==> config.mk <==
export PLATFORM = sky130hd
export DESIGN_NAME = decode_stage_flat
export DESIGN_NICKNAME = d
export VERILOG_FILES = /design/src/rtl/decode_stage_pkg.sv /design/src/rtl/decode_stage_if.sv /design/src/rtl/decode_stage_scoreboard.sv /design/src/rtl/decode_stage.sv /design/src/flat_wrapper.sv
export SDC_FILE = /design/constraint.sdc
export NUM_CORES = 1
export LEC_CHECK = 0
export BUFFER_PORTS_ARGS = -buffer_cell sky130_fd_sc_hd__buf_2
export CORE_ASPECT_RATIO = 1.1
export CORE_MARGIN = 10
export CORE_UTILIZATION = 55
export CTS_CLUSTER_SIZE = 16
export DETAILED_ROUTE_END_ITERATION = 6
export HOLD_SLACK_MARGIN = 0.05
export PLACE_DENSITY_LB_ADDON = 0.15
export SLEW_MARGIN = 20
export SYNTH_ARGS = -nofsm -noshare
export SYNTH_HDL_FRONTEND = slang
export SYNTH_SLANG_ARGS = --single-unit
export TNS_END_PERCENT = 20
==> constraint.sdc <==
create_clock -name clk -period 8.4 [get_ports clk]
set_input_delay 0.84 -clock clk [delete_from_list [all_inputs] [get_ports clk]]
set_output_delay 0.84 -clock clk [all_outputs]
set_load 0.02 [all_outputs]
==> src/rtl/decode_stage_pkg.sv <==
// Shared types and constants for the decode/issue stage (package cpu_pkg).
package cpu_pkg;

  localparam int unsigned REG_W    = 3;
  localparam int unsigned DATA_W   = 16;
  localparam int unsigned NUM_REGS = 1 << REG_W;

  localparam int unsigned OP_MSB    = 15;
  localparam int unsigned OP_LSB    = 12;
  localparam int unsigned RD_MSB    = 11;
  localparam int unsigned RD_LSB    = 9;
  localparam int unsigned RS1_MSB   = 8;
  localparam int unsigned RS1_LSB   = 6;
  localparam int unsigned RS2_MSB   = 5;
  localparam int unsigned RS2_LSB   = 3;
  localparam int unsigned FUNCT_MSB = 2;
  localparam int unsigned FUNCT_LSB = 0;
  localparam int unsigned IMM_MSB   = 5;

  typedef enum logic [3:0] {
    OpAlu  = 4'd0,
    OpAddi = 4'd1,
    OpLw   = 4'd2,
    OpSw   = 4'd3,
    OpBeq  = 4'd4,
    OpJal  = 4'd5,
    OpHalt = 4'd15
  } op_t;

  typedef struct packed {
    op_t               op;
    logic [2:0]        funct;
    logic [REG_W-1:0]  rd;
    logic              we;
    logic [DATA_W-1:0] a;
    logic [DATA_W-1:0] b;
    logic [DATA_W-1:0] imm;
    logic [DATA_W-1:0] pc;
    logic              illegal;
  } id_ex_t;

endpackage

==> src/rtl/decode_stage_if.sv <==
// Fetch-side and execute-side handshakes of the decode stage; slave = the stage itself.
interface decode_stage_if;
  import cpu_pkg::*;

  logic              in_valid;
  logic              in_ready;
  logic [DATA_W-1:0] in_instr;
  logic [DATA_W-1:0] in_pc;

  logic              out_valid;
  logic              out_ready;
  op_t               out_op;
  logic [2:0]        out_funct;
  logic [REG_W-1:0]  out_rd;
  logic              out_we;
  logic [DATA_W-1:0] out_a;
  logic [DATA_W-1:0] out_b;
  logic [DATA_W-1:0] out_imm;
  logic [DATA_W-1:0] out_pc;
  logic              out_illegal;

  modport master (
    output in_valid, in_instr, in_pc, out_ready,
    input  in_ready, out_valid, out_op, out_funct, out_rd, out_we,
    input  out_a, out_b, out_imm, out_pc, out_illegal
  );

  modport slave (
    input  in_valid, in_instr, in_pc, out_ready,
    output in_ready, out_valid, out_op, out_funct, out_rd, out_we,
    output out_a, out_b, out_imm, out_pc, out_illegal
  );

endinterface

==> src/rtl/decode_stage_scoreboard.sv <==
// Per-register pending-write counters: +1 on issue, -1 on writeback or on a killed issue.
module scoreboard
  import cpu_pkg::*;
#(
  parameter int unsigned SB_W = 2
) (
  input  logic                clk,
  input  logic                rst_n,
  input  logic                set_en_i,
  input  logic [REG_W-1:0]    set_rd_i,
  input  logic                clr_en_i,
  input  logic [REG_W-1:0]    clr_rd_i,
  input  logic                kill_en_i,
  input  logic [REG_W-1:0]    kill_rd_i,
  output logic [NUM_REGS-1:0] busy_o,
  output logic [NUM_REGS-1:0] last_o,
  output logic [NUM_REGS-1:0] full_o
);

  logic [NUM_REGS-1:0][SB_W-1:0] cnt_q, cnt_d;

  always_comb begin
    cnt_d = cnt_q;
    for (int r = 0; r < NUM_REGS; r++) begin
      automatic int nxt = int'(cnt_q[r]);
      if (set_en_i && set_rd_i == REG_W'(r)) nxt = nxt + 1;
      // A writeback to an idle register is dropped rather than underflowing.
      if (clr_en_i && clr_rd_i == REG_W'(r) && cnt_q[r] != '0) nxt = nxt - 1;
      if (kill_en_i && kill_rd_i == REG_W'(r)) nxt = nxt - 1;
      if (nxt < 0) nxt = 0;
      cnt_d[r] = SB_W'(nxt);
    end
  end

  always_comb begin
    for (int r = 0; r < NUM_REGS; r++) begin
      busy_o[r] = cnt_q[r] != '0;
      last_o[r] = clr_en_i && clr_rd_i == REG_W'(r) && cnt_q[r] == SB_W'(1);
      full_o[r] = &cnt_q[r];
    end
  end

  always_ff @(posedge clk or negedge rst_n) begin
    if (!rst_n) cnt_q <= '0;
    else        cnt_q <= cnt_d;
  end

endmodule

==> src/rtl/decode_stage.sv <==
// Decode/issue stage with ID/EX register and pending-write scoreboard.
// Optional DECODE_ILLEGAL_TRAP_EN: flag opcodes 6-14 and block issue until flush.
module decode_stage
  import cpu_pkg::*;
#(
  parameter int unsigned       SB_W     = 2,
  parameter logic [DATA_W-1:0] RESET_PC = 16'h0000
) (
  input  logic                clk,
  input  logic                rst_n,
  decode_stage_if.slave       io,
  output logic [REG_W-1:0]    rf_rs1,
  output logic [REG_W-1:0]    rf_rs2,
  input  logic [DATA_W-1:0]   rf_rs1_data,
  input  logic [DATA_W-1:0]   rf_rs2_data,
  input  logic                wb_we,
  input  logic [REG_W-1:0]    wb_rd,
  input  logic                flush
);

`ifdef DECODE_ILLEGAL_TRAP_EN
  localparam bit TrapEn = 1'b1;
`else
  localparam bit TrapEn = 1'b0;
`endif

  localparam id_ex_t IdExRst = '{op: OpAlu, funct: '0, rd: '0, we: 1'b0, a: '0, b: '0,
                                 imm: '0, pc: RESET_PC, illegal: 1'b0};

  logic [DATA_W-1:0]   instr;
  logic [REG_W-1:0]    rd, rs1, rs2;
  op_t                 dec_op;
  logic                use_rs1, use_rs2, wr_op, dec_illegal, dec_we;
  logic                hazard, sat, in_ready, accept, kill_en;
  logic [NUM_REGS-1:0] busy, last, full;

  id_ex_t id_ex_q, id_ex_d;
  logic   out_valid_q, out_valid_d;
  logic   trap_q, trap_d;

  assign instr  = io.in_instr;
  assign rd     = instr[RD_MSB:RD_LSB];
  assign rs1    = instr[RS1_MSB:RS1_LSB];
  assign rs2    = instr[RS2_MSB:RS2_LSB];
  assign rf_rs1 = rs1;
  assign rf_rs2 = rs2;

  always_comb begin
    dec_op      = op_t'(instr[OP_MSB:OP_LSB]);
    use_rs1     = 1'b0;
    use_rs2     = 1'b0;
    wr_op       = 1'b0;
    dec_illegal = 1'b0;
    case (dec_op)
      OpAlu:        begin use_rs1 = 1'b1; use_rs2 = 1'b1; wr_op = 1'b1; end
      OpAddi, OpLw: begin use_rs1 = 1'b1; wr_op = 1'b1; end
      OpSw, OpBeq:  begin use_rs1 = 1'b1; use_rs2 = 1'b1; end
      OpJal:        wr_op = 1'b1;
      OpHalt:       begin end
      default:      dec_illegal = TrapEn;
    endcase
  end

  assign dec_we = wr_op && rd != '0;

  // A final writeback retiring this cycle is forwarded by the register file, so no stall.
  assign hazard = (use_rs1 && rs1 != '0 && busy[rs1] && !last[rs1]) ||
                  (use_rs2 && rs2 != '0 && busy[rs2] && !last[rs2]);
  assign sat    = dec_we && full[rd];

  assign in_ready = (!out_valid_q || io.out_ready) && !hazard && !sat && !flush && !trap_q;
  assign accept   = io.in_valid && in_ready;
  assign kill_en  = flush && out_valid_q && id_ex_q.we;

  scoreboard #(
    .SB_W (SB_W)
  ) u_sb (
    .clk       (clk),
    .rst_n     (rst_n),
    .set_en_i  (accept && dec_we),
    .set_rd_i  (rd),
    .clr_en_i  (wb_we),
    .clr_rd_i  (wb_rd),
    .kill_en_i (kill_en),
    .kill_rd_i (id_ex_q.rd),
    .busy_o    (busy),
    .last_o    (last),
    .full_o    (full)
  );

  always_comb begin
    id_ex_d     = id_ex_q;
    out_valid_d = out_valid_q;
    trap_d      = trap_q;
    if (accept) begin
      id_ex_d = '{op: dec_op, funct: instr[FUNCT_MSB:FUNCT_LSB], rd: dec_we ? rd : '0,
                  we: dec_we, a: rf_rs1_data, b: rf_rs2_data,
                  imm: {{(DATA_W-IMM_MSB-1){instr[IMM_MSB]}}, instr[IMM_MSB:0]},
                  pc: io.in_pc, illegal: dec_illegal};
      out_valid_d = 1'b1;
      trap_d      = dec_illegal;
    end else if (flush) begin
      out_valid_d = 1'b0;
    end else if (io.out_ready) begin
      out_valid_d = 1'b0;
    end
    if (flush) trap_d = 1'b0;
  end

  always_ff @(posedge clk or negedge rst_n) begin
    if (!rst_n) begin
      id_ex_q     <= IdExRst;
      out_valid_q <= 1'b0;
      trap_q      <= 1'b0;
    end else begin
      id_ex_q     <= id_ex_d;
      out_valid_q <= out_valid_d;
      trap_q      <= trap_d;
    end
  end

  assign io.in_ready    = in_ready;
  assign io.out_valid   = out_valid_q;
  assign io.out_op      = id_ex_q.op;
  assign io.out_funct   = id_ex_q.funct;
  assign io.out_rd      = id_ex_q.rd;
  assign io.out_we      = id_ex_q.we;
  assign io.out_a       = id_ex_q.a;
  assign io.out_b       = id_ex_q.b;
  assign io.out_imm     = id_ex_q.imm;
  assign io.out_pc      = id_ex_q.pc;
  assign io.out_illegal = id_ex_q.illegal;

endmodule

==> src/flat_wrapper.sv <==
// flat-port wrapper written by rule: the top's interface ports become plain ports
module decode_stage_flat import cpu_pkg::*;
#(
  parameter int unsigned       SB_W     = 2,
  parameter logic [DATA_W-1:0] RESET_PC = 16'h0000
)
  (clk, rst_n, rf_rs1, rf_rs2, rf_rs1_data, rf_rs2_data, wb_we, wb_rd, flush, io_in_valid, io_in_instr, io_in_pc, io_out_ready, io_in_ready, io_out_valid, io_out_op, io_out_funct, io_out_rd, io_out_we, io_out_a, io_out_b, io_out_imm, io_out_pc, io_out_illegal);
  decode_stage_if io_i ();
  input  logic clk;
  input  logic rst_n;
  output logic [REG_W-1:0] rf_rs1;
  output logic [REG_W-1:0] rf_rs2;
  input  logic [DATA_W-1:0] rf_rs1_data;
  input  logic [DATA_W-1:0] rf_rs2_data;
  input  logic wb_we;
  input  logic [REG_W-1:0] wb_rd;
  input  logic flush;
  input wire logic [$bits(io_i.in_valid)-1:0] io_in_valid;
  input wire logic [$bits(io_i.in_instr)-1:0] io_in_instr;
  input wire logic [$bits(io_i.in_pc)-1:0] io_in_pc;
  input wire logic [$bits(io_i.out_ready)-1:0] io_out_ready;
  output wire logic [$bits(io_i.in_ready)-1:0] io_in_ready;
  output wire logic [$bits(io_i.out_valid)-1:0] io_out_valid;
  output wire logic [$bits(io_i.out_op)-1:0] io_out_op;
  output wire logic [$bits(io_i.out_funct)-1:0] io_out_funct;
  output wire logic [$bits(io_i.out_rd)-1:0] io_out_rd;
  output wire logic [$bits(io_i.out_we)-1:0] io_out_we;
  output wire logic [$bits(io_i.out_a)-1:0] io_out_a;
  output wire logic [$bits(io_i.out_b)-1:0] io_out_b;
  output wire logic [$bits(io_i.out_imm)-1:0] io_out_imm;
  output wire logic [$bits(io_i.out_pc)-1:0] io_out_pc;
  output wire logic [$bits(io_i.out_illegal)-1:0] io_out_illegal;
  assign io_i.in_valid = io_in_valid;
  assign io_i.in_instr = io_in_instr;
  assign io_i.in_pc = io_in_pc;
  assign io_i.out_ready = io_out_ready;
  assign io_in_ready = io_i.in_ready;
  assign io_out_valid = io_i.out_valid;
  assign io_out_op = io_i.out_op;
  assign io_out_funct = io_i.out_funct;
  assign io_out_rd = io_i.out_rd;
  assign io_out_we = io_i.out_we;
  assign io_out_a = io_i.out_a;
  assign io_out_b = io_i.out_b;
  assign io_out_imm = io_i.out_imm;
  assign io_out_pc = io_i.out_pc;
  assign io_out_illegal = io_i.out_illegal;
  decode_stage #(.SB_W(SB_W), .RESET_PC(RESET_PC)) u_core (.clk(clk), .rst_n(rst_n), .io(io_i), .rf_rs1(rf_rs1), .rf_rs2(rf_rs2), .rf_rs1_data(rf_rs1_data), .rf_rs2_data(rf_rs2_data), .wb_we(wb_we), .wb_rd(wb_rd), .flush(flush));
endmodule
==> results of run 1 <==
==> worst paths after layout <==
path	start	to	slack, ns	cells past startpoint
worst max-delay path	u_core.u_sb.cnt_q[2]	u_core.u_sb.cnt_q[3]	4.24	15
worst min-delay path	rst_n	u_core.u_sb.cnt_q[11]	0.35	1
worst max register to register	u_core.u_sb.cnt_q[2]	u_core.u_sb.cnt_q[3]	4.24	15
worst min register to register	u_core.io.out_a[0]	u_core.io.out_a[0]	0.51	1
max in group asynchronous	rst_n	u_core.io.out_b[12]	7.45	2
min in group clk	u_core.io.out_a[0]	u_core.io.out_a[0]	0.51	1
==> cells in the mapped netlist, types with 3 or more instances <==
| cell type | n |
|---|---|
| buf_2 | 8 |
| and3_1 | 3 |
| a21o_1 | 4 |
| o31ai_1 | 7 |
| and2_1 | 4 |
| o21ai_0 | 18 |
| nor2b_1 | 8 |
| inv_1 | 36 |
| ha_1 | 38 |
| mux2_2 | 62 |
| nand4_1 | 4 |
| nand3_1 | 8 |
| xnor2_1 | 13 |
| o22ai_1 | 3 |
| dfrtp_1 | 79 |
| or3_1 | 9 |
| clkbuf_1 | 10 |
| buf_1 | 3 |
| a21oi_1 | 15 |
| buf_4 | 21 |
| mux2i_1 | 18 |
| nand3b_1 | 5 |
| a311oi_1 | 5 |
| o41ai_1 | 4 |
| nor4_1 | 7 |
| nand2_1 | 33 |
| a31oi_1 | 6 |
| nor2_1 | 20 |
| a211oi_1 | 8 |
| nand2b_1 | 9 |
| nor3_1 | 9 |
==> state kept, by name, summed over array words and instances, names as in the netlist <==
name / cells
u_core.io.out_rd: 3
u_core.io.out_we: 1
u_core.io.out_a: 16
u_core.io.out_op: 4
u_core.io.out_imm: 6
u_core.u_sb.cnt_q: 16
u_core.io.out_pc: 16
u_core.io.out_b: 16
u_core.io.out_valid: 1
==> kinds of logic (layout without fill, tap and decap cells) <==
group | count (synthesis) | after routing
AOI/OAI and AO/OA | 95 | 95
buffers and inverters | 78 | 208
DFF | 79 | 79
and+or+nand+nor | 134 | 134
adders and majority gates | 38 | 38
xor gates and xnor gates | 14 | 14
other | 2 | 8
muxes | 83 | 83
==> layer usage <==
metal	vias up	wire length, um	global-route usage [%]
li1	2119	-	-
met1	2169	5860	22.8
met2	169	6840	33.9
met3	31	1580	9.16
met4	0	377	8.86
met5	-	0	0
==> stage by stage <==
step           power, W  util (%)
3_5_place_dp    0.00165      64.2
3_3_place_gp    0.00161      64.2
2_1_floorplan   0.00136         -
6_report        0.00198      66.8
4_1_cts         0.00198      66.5
5_1_grt         0.00212      66.8
==> area by class of cell <==
| class | instances | area [um^2] |
|---|---|---|
| clock buffer | 9 | 124 |
| sequential | 79 | 1980 |
| inverter | 36 | 135 |
| timing repair buffer | 157 | 813 |
| fill | 743 | 3120 |
| clock inverter | 6 | 92.6 |
| multi-input combinational | 372 | 2990 |
| tap | 117 | 146 |
==> placed cells by master, fill, tap and decap left out, drive strengths merged, types with 5 or more instances in the layout <==
| master | netlist | final |
|---|---|---|
| clkbuf | 10 | 9 |
| dfrtp | 79 | 79 |
| a21oi | 15 | 15 |
| nand3 | 8 | 8 |
| nor2 | 20 | 20 |
| o21ai | 19 | 19 |
| nor2b | 8 | 8 |
| a211oi | 8 | 8 |
| xnor2 | 13 | 13 |
| mux2i | 18 | 18 |
| nand2 | 33 | 33 |
| ha | 38 | 38 |
| mux2 | 64 | 64 |
| conb | 2 | 8 |
| o31ai | 7 | 7 |
| a311oi | 5 | 5 |
| buf | 32 | 157 |
| inv | 36 | 38 |
| nor3 | 10 | 10 |
| nor4 | 8 | 8 |
| or3 | 9 | 9 |
| nand3b | 5 | 5 |
| a31oi | 6 | 6 |
| nand2b | 9 | 9 |
==> critical path: stages (launching register included) <==
cell      delay [ns]
dfrtp_1         0.50
inv_1           0.13
ha_1            0.26
nor3b_1         0.19
a211oi_1        0.07
nor3_1          0.26
o311ai_2        0.23
o211ai_4        0.78
or3_1           0.36
mux2i_1         0.24
ha_1            0.32
nor3_1          0.27
a21oi_1         0.06
o21ai_0         0.18
mux2i_1         0.12
o311ai_2        0.09
==> power by group through the flow <==
stage / Sequential [W] / Combinational, W / Clock [W]
floorplan: 0.000779 / 0.000576 / 0
global placement: 0.000644 / 0.000969 / 0
detailed placement: 0.000653 / 0.000998 / 0
CTS: 0.000650 / 0.00101 / 0.000327
global route: 0.000675 / 0.00110 / 0.000344
finish: 0.000651 / 0.00100 / 0.000323
==> results.md, run 1 <==
- Status: completed
- Peak VDD IR: roughly 0.00022 V
- Area fraction of the dominant cell type after synthesis: approximately 37%
- Nets: between 700 and 800
- Post-Route WL: between 10000 and 15000 um
- Fin cells: 776
- Setup crit end kind: flip-flop
- Tmin final: about 4.2 ns
- Die Span X: between 100 and 150 um
- Synth area leader: dfrtp_1
- Register area share after synthesis: a little under two fifths
- Mux cell area share after synthesis: between 10% and 20%
- Main combinational cell family by area after synthesis: multiplexers
- Synth Area in Compound Gates: between 10% and 20%
- Startpoint Class: flip-flop
- Final setup vio count: 0
- Sw Ratio: roughly 44%
- Layout cell share with drive strength beyond 1: around 37%
- Fin. max-slew vios: 0
- CP Class: flip-flop to flip-flop
- Max_slew headroom: between 30% and 40%
- Initial core utilization: about 57%
- Placeable Area: 0.00940 mm^2
- Pin count of the biggest net entering global routing: 80
- Ranking of synthesized cells by area: dfrtp_1, mux2_2, ha_1, mux2i_1, buf_4
- RePlAce Congestion: 0.942
- Clock skew: between 0.02 and 0.025 ns
- DRC: 0
- Hold crit path type: input pin to asynchronous set/reset pin
- Final ANT Viol Nets: 0
- Placed Cells: 760
- Post-Synth Adder-Cell Area: under 10%
- PwrDens: 315 mW/mm^2
- MaxCap Viol Count: 0
- Cts hold-fix bufs: 0
- Async set-or-reset flop fraction in the synthesized netlist: 100%
- Final hold slack: between 0.3 and 0.4 ns
- CTS tree: built
- Synth warnings: 0
- Post-synth EDFFs: 0
- Seq pwr share: about 33%
- Top Ports: roughly 160
- Setup total negative slack: 0 ns
- Clk root buf: clkbuf_8
- Synth Cell Area: between 0.005 and 0.006 mm^2
- Clk_lat worst skew: about 0.37 ns
- Initial drt markers: around 220
- DP Area: ~0.0060 mm^2
- Drt wl/cell: approximately 19 um
- DR vias/cell: between 5 and 6
- Post-Place Setup Slack: 4.03 ns
- Port buffer count: ~160
- Final period util: about 50%
- Longest Clk Path Bufs: 2
- Dpl hpwl: ~11000 um
- Worst EP required: slightly below 9 ns
- CTS resizes: 0
- Final non-filler cell area: around 0.0063 mm^2
- Rows: 37
- Synth Register Bits: 79
- # clock sinks: 79
- Post-synthesis simple-gate area fraction: between 10% and 20%
- Die Area: between 0.01 and 0.015 mm^2
- Synth Flop Type: dfrtp_1
- Vias in the first global route: around 4800
- Yosys cell types: 66
- Setup Buffers After CTS: 0
- Arrival @ worst endpoint: about 4.4 ns
- Synth-to-Final Area Change: 17.9%
- Logic pwr share: approximately 51%
- Num CTS Buffers: 9
- Worst setup margin: 4.24 ns
- Syn avg cell area: between 10 and 15 um^2
- Crit-path max FO: 35
- Global-route wire length before repair: about 24000 um
- Final hold viol count: 0
- Htree depth: 3
- XOR/XNOR Fraction of Synth Area: 2.30%
- Initial antenna violation count: 0
- RSZ-0062 raised after global routing: false
- GR Overflow Total: 0
- All-layer global routing usage: about a fifth
- Syn Inst Count: between 500 and 600
- Die height: ~120 um
- Lkg Pwr: ~3.0 nW
- Diodes inserted: 0
- DR pass1 iterations: 4
- Clk pwr share: between 15 and 20%
- P_int: roughly 0.0011 W
- P_sw: approximately 0.00086 W
- Via count: around 4500
- Max Clock Freq: about 240 MHz
- Clk slew on worst S/H paths: around 0.10 ns
- Worst slew pin tran: ~0.9 ns
Power figures use the tool's default switching activity.
==> run 2: changes to the inputs <==
--- a/config.mk
+++ b/config.mk
@@ -8,7 +8,7 @@
 export BUFFER_PORTS_ARGS = -buffer_cell sky130_fd_sc_hd__buf_2
 export CORE_ASPECT_RATIO = 1.1
 export CORE_MARGIN = 10
-export CORE_UTILIZATION = 55
+export CORE_UTILIZATION = 48
 export CTS_CLUSTER_SIZE = 16
 export DETAILED_ROUTE_END_ITERATION = 6
 export HOLD_SLACK_MARGIN = 0.05
==> constraint.sdc (replaced) <==
create_clock -name clk -period 3.35 [get_ports clk]
set_input_delay 0.335 -clock clk [delete_from_list [all_inputs] [get_ports clk]]
set_output_delay 0.335 -clock clk [all_outputs]
set_load 0.02 [all_outputs]
==> run 2 against run 1 <==
The flow now finishes with violations (setup timing). Wire length rose by 7.0%. Hold slack got worse by 0.13 ns. Design area rose by 15%. Combinational power rose to 3.1 times the previous value. Sequential power rose by 140%. Via count rose by 6.7%. Clock power rose to 3.0 times the previous value. Register-to-register slack got worse by 4.4 ns. Clock skew fell by 0.012 ns. Largest power group unchanged.
==> results.md, run 2 (same netlist as run 1, synthesis figures left out) <==
- Commonest non-fill, non-tap cell in the layout: buf_2
- Hold crit path type: input pin to flip-flop
- Initial drt markers: 256 (+15%)
- Max_slew headroom: 50.7% (+12 points)
- Vias in the first global route: 5120 (+7.2%)
- Post-Route WL: 15700 um (+7.0%)
- PwrDens: 781 mW/mm^2 (+150%)
- DP Area: 0.00647 mm^2 (+7.3%)
- Global-route wire length before repair: 24900 um (+5.7%)
- DR vias/cell: 5.46 (-5.6%)
- Final ANT Viol Nets: 0 (unchanged)
- Final hold viol count: 0 (unchanged)
- Startpoint Class: flip-flop
- Tmin final: 3.48 ns (-0.681 ns)
- Final non-filler cell area: 0.00723 mm^2 (+15%)
- Lkg Pwr: 3.40 nW (+15%)
- Via count: 4788 (+6.7%)
- Dpl hpwl: 11900 um (+6.4%)
- Rows: 40 (+8.1%)
- FF-to-FF End: u_core.u_sb.cnt_q[15]
- Drt wl/cell: 17.9 um (-5.3%)
- Crit-path max FO: 6 (-83%)
- Longest Clk Path Bufs: 2 (unchanged)
- FF-to-FF setup slack: -0.13 ns (-4.37 ns)
- Initial antenna violation count: 0 (unchanged)
- Pin count of the biggest net entering global routing: 80 (unchanged)
- Peak VDD IR: 0.000432 V (+97%)
- Die Area: 0.0157 mm^2 (+12%)
- DR pass1 iterations: 5 (+1)
- Layout cell share with drive strength beyond 1: 48.6% (+11 points)
- Htree depth: 3 (unchanged)
- Arrival @ worst endpoint: 3.70 ns (-0.73 ns)
- Worst EP required: 3.57 ns (-5.10 ns)
- Hold path depth: 2
- All-layer global routing usage: 19.6% (-1.0 points)
- Hold Path End: u_core.io.out_imm[1]
- # clock sinks: 79 (unchanged)
- Violated checks: setup timing
- R2R depth: 15 (unchanged)
- Final period util: 104% (+54 points)
- Port buffer count: 155 (unchanged)
- Final hold slack: 0.220 ns (-0.127 ns)
- Largest stage delay, worst path: 0.57 ns (-0.21 ns)
- Clk root buf: clkbuf_16
- Die Span X: 120 um (+5.8%)
- HP Start: io_in_instr[1]
- Diodes inserted: 0 (unchanged)
- Fin. max-slew vios: 0 (unchanged)
- Final setup vio count: 8 (+8)
- Worst slew pin tran: 0.734 ns (-0.175 ns)
- GR Overflow Total: 0 (unchanged)
- RSZ-0062 raised after global routing: true
- Crit-path cells: buf_6, ha_4, or3b_1, a21oi_2, nor4_2, nor4_4, o211ai_4, or4_4, and2_1, ha_2, ha_4, inv_1, o21ai_1, o31ai_1, o32a_1
- Max Clock Freq: 287 MHz (+20%)
- Clk_lat worst skew: 0.34 ns (-0.03 ns)
- Initial core utilization: 48.8% (-7.9 points)
- Nets: 836 (+9.1%)
- Setup crit end kind: flip-flop
- Synth-to-Final Area Change: 35.8%
- DRC: 0 (unchanged)
- Num CTS Buffers: 9 (unchanged)
- MaxCap Viol Count: 0 (unchanged)
- Commonest non-fill, non-tap cells in the layout: buf_2, dfrtp_1, buf_4
- FF-to-FF Start: u_core.u_sb.cnt_q[8]
- Setup total negative slack: -0.496 ns (-0.496 ns)
- Tot Pwr: 0.00565 W (+190%)
- RePlAce Congestion: 0.901 (-4.3%)
- Worst setup margin: -0.133 ns (-4.37 ns)
- CP max-delay cell: or4_4
- Top Ports: 157 (unchanged)
- Die height: 130 um (+5.9%)
- Cell mode on critical path: ha_4
- CP Class: flip-flop to flip-flop
- Filler Cells Inserted: 927 (+25%)
- Clk slew on worst S/H paths: 0.07 ns (-0.03 ns)
- Placeable Area: 0.0109 mm^2 (+16%)
- Status: finished, violations left
- Clock skew: 0.0100 ns (-0.0118 ns)
- CTS tree: built
## run 2: cell types whose count changed in the layout (fill, tap and decap cells not counted), sizes merged
| cell | previous run | this run |
|---|---|---|
| clkbuf | 9 | 10 |
| dlygate4sd3 | 0 | 1 |
| clkinv | 0 | 3 |
| clkinvlp | 2 | 1 |
| bufinv | 2 | 0 |
| o211ai | 3 | 4 |
| buf | 157 | 225 |
## run 2: worst max-delay path, delay by kind of cell (launching register included)
| family | cells | cell delay (ns) |
|---|---|---|
| AND/OR/NAND/NOR | 5 | 1.47 |
| AO/OA/AOI/OAI | 5 | 0.77 |
| adder cells (fa/ha/maj) | 3 | 0.57 |
| flip-flops | 1 | 0.40 |
| buffers and inverters | 2 | 0.15 |
## run 2: power by group
part           total (W)  switching [W]  internal, W
logic            0.00310        0.00169      0.00141
clock network   0.000967       0.000435     0.000532
registers        0.00158       0.000246      0.00133
## run 2: layout make-up
type	count	area (um^2)	area share (%)
Sequential cell	79	1980	27.3
Multi-Input combinational cell	373	3280	45.3
Timing Repair Buffer	226	1370	18.9
Clock inverter	6	51.3	0.710
Tap cell	147	184	2.54
Inverter	36	135	1.87
Clock buffer	10	239	3.31
## run 2: repair_timing
item | in CTS | in global routing
hold buffers | 0 | 1
buffers inserted | 9 | 9
pin swaps | 14 | 16
cloned | 1 | 0
endpoints found under the hold margin | 0 | 27
gates resized for setup | 30 | 30
setup endpoints to repair | 9 | 14
## run 2: worst max path at each step
stage | slack [ns] | endpoint | start | depth (start not counted)
3_5_place_dp | -0.15 | u_core.u_sb.cnt_q[8] | u_core.u_sb.cnt_q[9] | 17
3_3_place_gp | -0.05 | u_core.u_sb.cnt_q[3] | u_core.u_sb.cnt_q[9] | 16
4_1_cts | -0.06 | u_core.u_sb.cnt_q[15] | u_core.u_sb.cnt_q[8] | 15
2_1_floorplan | -0.009 | u_core.u_sb.cnt_q[7] | u_core.u_sb.cnt_q[2] | 16
5_1_grt | -0.24 | u_core.u_sb.cnt_q[8] | u_core.u_sb.cnt_q[8] | 16
6_report | -0.13 | u_core.u_sb.cnt_q[15] | u_core.u_sb.cnt_q[8] | 15
## run 2: stage by stage
step	instances	worst slack, ns	utilization, %
after floorplan	529	-0.00920	-
after global placement	841	-0.0485	59.3
after detailed placement	841	-0.151	59.3
after CTS	866	-0.0592	64.2
after global routing	877	-0.238	66.3
final	877	-0.133	66.3
## run 2: routing by layer
layer | global-route usage [%] | share of wire [%] | vias up
met3 | 7.25 | 9.5 | 19
met5 | 0 | 0 | -
met2 | 33.5 | 50 | 183
met1 | 21.8 | 39 | 2310
met4 | 7.24 | 1.5 | 0
li1 | - | - | 2276
==> run 3: changes to the inputs <==
--- a/config.mk
+++ b/config.mk
@@ -13,6 +13,7 @@
 export DETAILED_ROUTE_END_ITERATION = 6
 export HOLD_SLACK_MARGIN = 0.05
 export PLACE_DENSITY_LB_ADDON = 0.15
+export REMOVE_ABC_BUFFERS = 1
 export SLEW_MARGIN = 20
 export SYNTH_ARGS = -nofsm -noshare
 export SYNTH_HDL_FRONTEND = slang
==> run 3 against run 2 <==
The flow still finishes with violations (setup timing). Clock-buffer cell count did not move. Critical endpoint is now u_core.u_sb.cnt_q[3]. Register-to-register slack got worse by 0.07 ns. Clock skew decreased by 0.0019 ns. Largest power group unchanged. Critical path depth is the same. Design area hardly changed. First-iteration DRC count increased by 26%. Die area unchanged. Utilization barely moved. Combinational power up 3%.
==> results.md, run 3 (same netlist as run 1, synthesis figures left out) <==
- Fin. max-slew vios: 0 (unchanged)
- Final setup vio count: 12 (+4)
- DR pass1 iterations: 4 (-1)
- Setup crit end kind: flip-flop
- Final non-filler cell area: 0.00723 mm^2 (about the same)
- Final ANT Viol Nets: 0 (unchanged)
- CTS tree: built
- Vias in the first global route: 5226 (+2.1%)
- Worst EP required: 3.56 ns (about the same)
- Commonest non-fill, non-tap cell in the layout: buf_2
- Arrival @ worst endpoint: 3.76 ns (+0.06 ns)
- PwrDens: 793 mW/mm^2 (+1.5%)
- Clk slew on worst S/H paths: 0.07 ns (about the same)
- Final hold viol count: 0 (unchanged)
- Final period util: 106% (+2.1 points)
- Fin util: 66.3% (about the same)
- Nets: 833 (-0.36%)
- Num CTS Buffers: 9 (unchanged)
- Rows: 40 (unchanged)
- Port buffer count: 155 (unchanged)
- Commonest non-fill, non-tap cells in the layout: buf_2, dfrtp_1, buf_4
- Post-Route WL: 16200 um (+3.3%)
- DRC: 0 (unchanged)
- Hold crit path type: input pin to flip-flop
- Longest Clk Path Bufs: 2 (unchanged)
- Worst slew pin tran: 0.743 ns (+0.00851 ns)
- Clk_lat worst skew: 0.34 ns (about the same)
- Lkg Pwr: 3.38 nW (-0.72%)
- Filler Cells Inserted: 941 (+1.5%)
- RePlAce Congestion: 0.961 (+6.6%)
- Drt wl/cell: 18.5 um (+3.7%)
- Worst setup margin: -0.205 ns (-0.0711 ns)
- Initial antenna violation count: 0 (unchanged)
- Top Ports: 157 (unchanged)
- MaxCap Viol Count: 0 (unchanged)
- Final hold slack: 0.217 ns (-0.00269 ns)
- Die Span X: 120 um (unchanged)
- DR vias/cell: 5.48 (+0.30%)
- Crit-path max FO: 8 (+2)
- Via count: 4786 (-0.042%)
- Max_slew headroom: 50.1% (-0.57 points)
- CP Class: flip-flop to flip-flop
- Layout cell share with drive strength beyond 1: 49.0% (+0.34 points)
- Die height: 130 um (unchanged)
- Diodes inserted: 0 (unchanged)
- Clock skew: 0.00813 ns (-0.00190 ns)
- Synth-to-Final Area Change: 35.9% (about the same)
- All-layer global routing usage: 20.4% (+0.89 points)
- Global-route wire length before repair: 25900 um (+4.0%)
- Dpl hpwl: 12300 um (+3.1%)
- Peak VDD IR: 0.000535 V (+24%)
- Violated checks: setup timing
- Htree depth: 3 (unchanged)
- Placeable Area: 0.0109 mm^2 (unchanged)
- # clock sinks: 79 (unchanged)
- Status: finished, violations left
- Clk root buf: clkbuf_16
- Initial drt markers: 323 (+26%)
- GR Overflow Total: 0 (unchanged)
- Startpoint Class: flip-flop
- Pin count of the biggest net entering global routing: 80 (unchanged)
- Tot Pwr: 0.00573 W (+1.5%)
- Max Clock Freq: 281 MHz (-2.0%)
- Tmin final: 3.55 ns (+0.0711 ns)
- DP Area: 0.00651 mm^2 (+0.66%)
- RSZ-0062 raised after global routing: true
- Die Area: 0.0157 mm^2 (unchanged)
- Initial core utilization: 48.8% (unchanged)
[run 3: changes by cell type in the layout (fill, tap and decap cells not counted), moves of 3 or more]
cell     previous run  this run
ha_2                9         4
a21oi_1            14        10
a21oi_2             1         4
buf_6               5         2
ha_1               24        27
[run 3: what timing repair did]
item	CTS	global route
buffers inserted	7	1
setup endpoints to repair	11	14
pin swaps	15	16
endpoints found under the hold margin	0	21
hold buffers	0	1
resized for setup	31	31
[run 3: final timing paths]
kind                                      start  slack [ns]                    end  cells after the start
hold reg to reg              u_core.io.out_b[4]        0.50     u_core.io.out_b[4]                      1
setup / recovery           u_core.u_sb.cnt_q[8]       -0.20   u_core.u_sb.cnt_q[3]                     15
hold / removal                   rf_rs2_data[7]        0.22     u_core.io.out_b[7]                      2
setup reg to reg           u_core.u_sb.cnt_q[8]       -0.20   u_core.u_sb.cnt_q[3]                     15
min in group asynchronous                 rst_n        0.43  u_core.u_sb.cnt_q[13]                      2
max in group asynchronous                 rst_n        2.31   u_core.u_sb.cnt_q[6]                      3
[run 3: final cells by class]
type	instances	area, um^2	area share [%]
clock inverter	6	51.3	0.709
timing repair buffer	224	1330	18.3
tap	147	184	2.54
clock buffer	10	239	3.30
inverter	36	135	1.87
sequential	79	1980	27.4
multi-input combinational	372	3320	45.9
[run 3: metal layers]
layer | wire (um) | GRT usage, %
met1 | 6310 | 22.6
met2 | 7950 | 35.4
met3 | 1490 | 7.47
met4 | 440 | 7.53
met5 | 0 | 0
[run 3: where the power goes]
part | total (W) | switching [W] | internal [W] | leakage [nW]
clock | 0.000966 | 0.000434 | 0.000532 | 0.140
sequential | 0.00159 | 0.000254 | 0.00133 | 0.937
combinational | 0.00318 | 0.00173 | 0.00145 | 2.30
[run 3: stage by stage]
stage	std cells	worst slack, ns	TNS [ns]
2_1_floorplan	487	-0.843	-5.04
3_3_place_gp	849	-0.0811	-0.291
3_5_place_dp	849	-0.261	-1.47
4_1_cts	871	-0.118	-0.682
5_1_grt	874	-0.296	-3.20
6_report	874	-0.205	-1.52
[run 3: worst max-delay path, stage by stage, from the launching register on]
cell      delay, ns
dfrtp_1        0.43
buf_4          0.17
inv_1          0.17
ha_4           0.20
mux2_2         0.18
nor4_4         0.05
nor4_4         0.37
o211ai_4       0.23
or3_4          0.48
mux2i_4        0.21
ha_4           0.32
a31oi_4        0.10
a21oi_2        0.11
o21ai_1        0.08
mux2i_1        0.20
o311ai_2       0.13
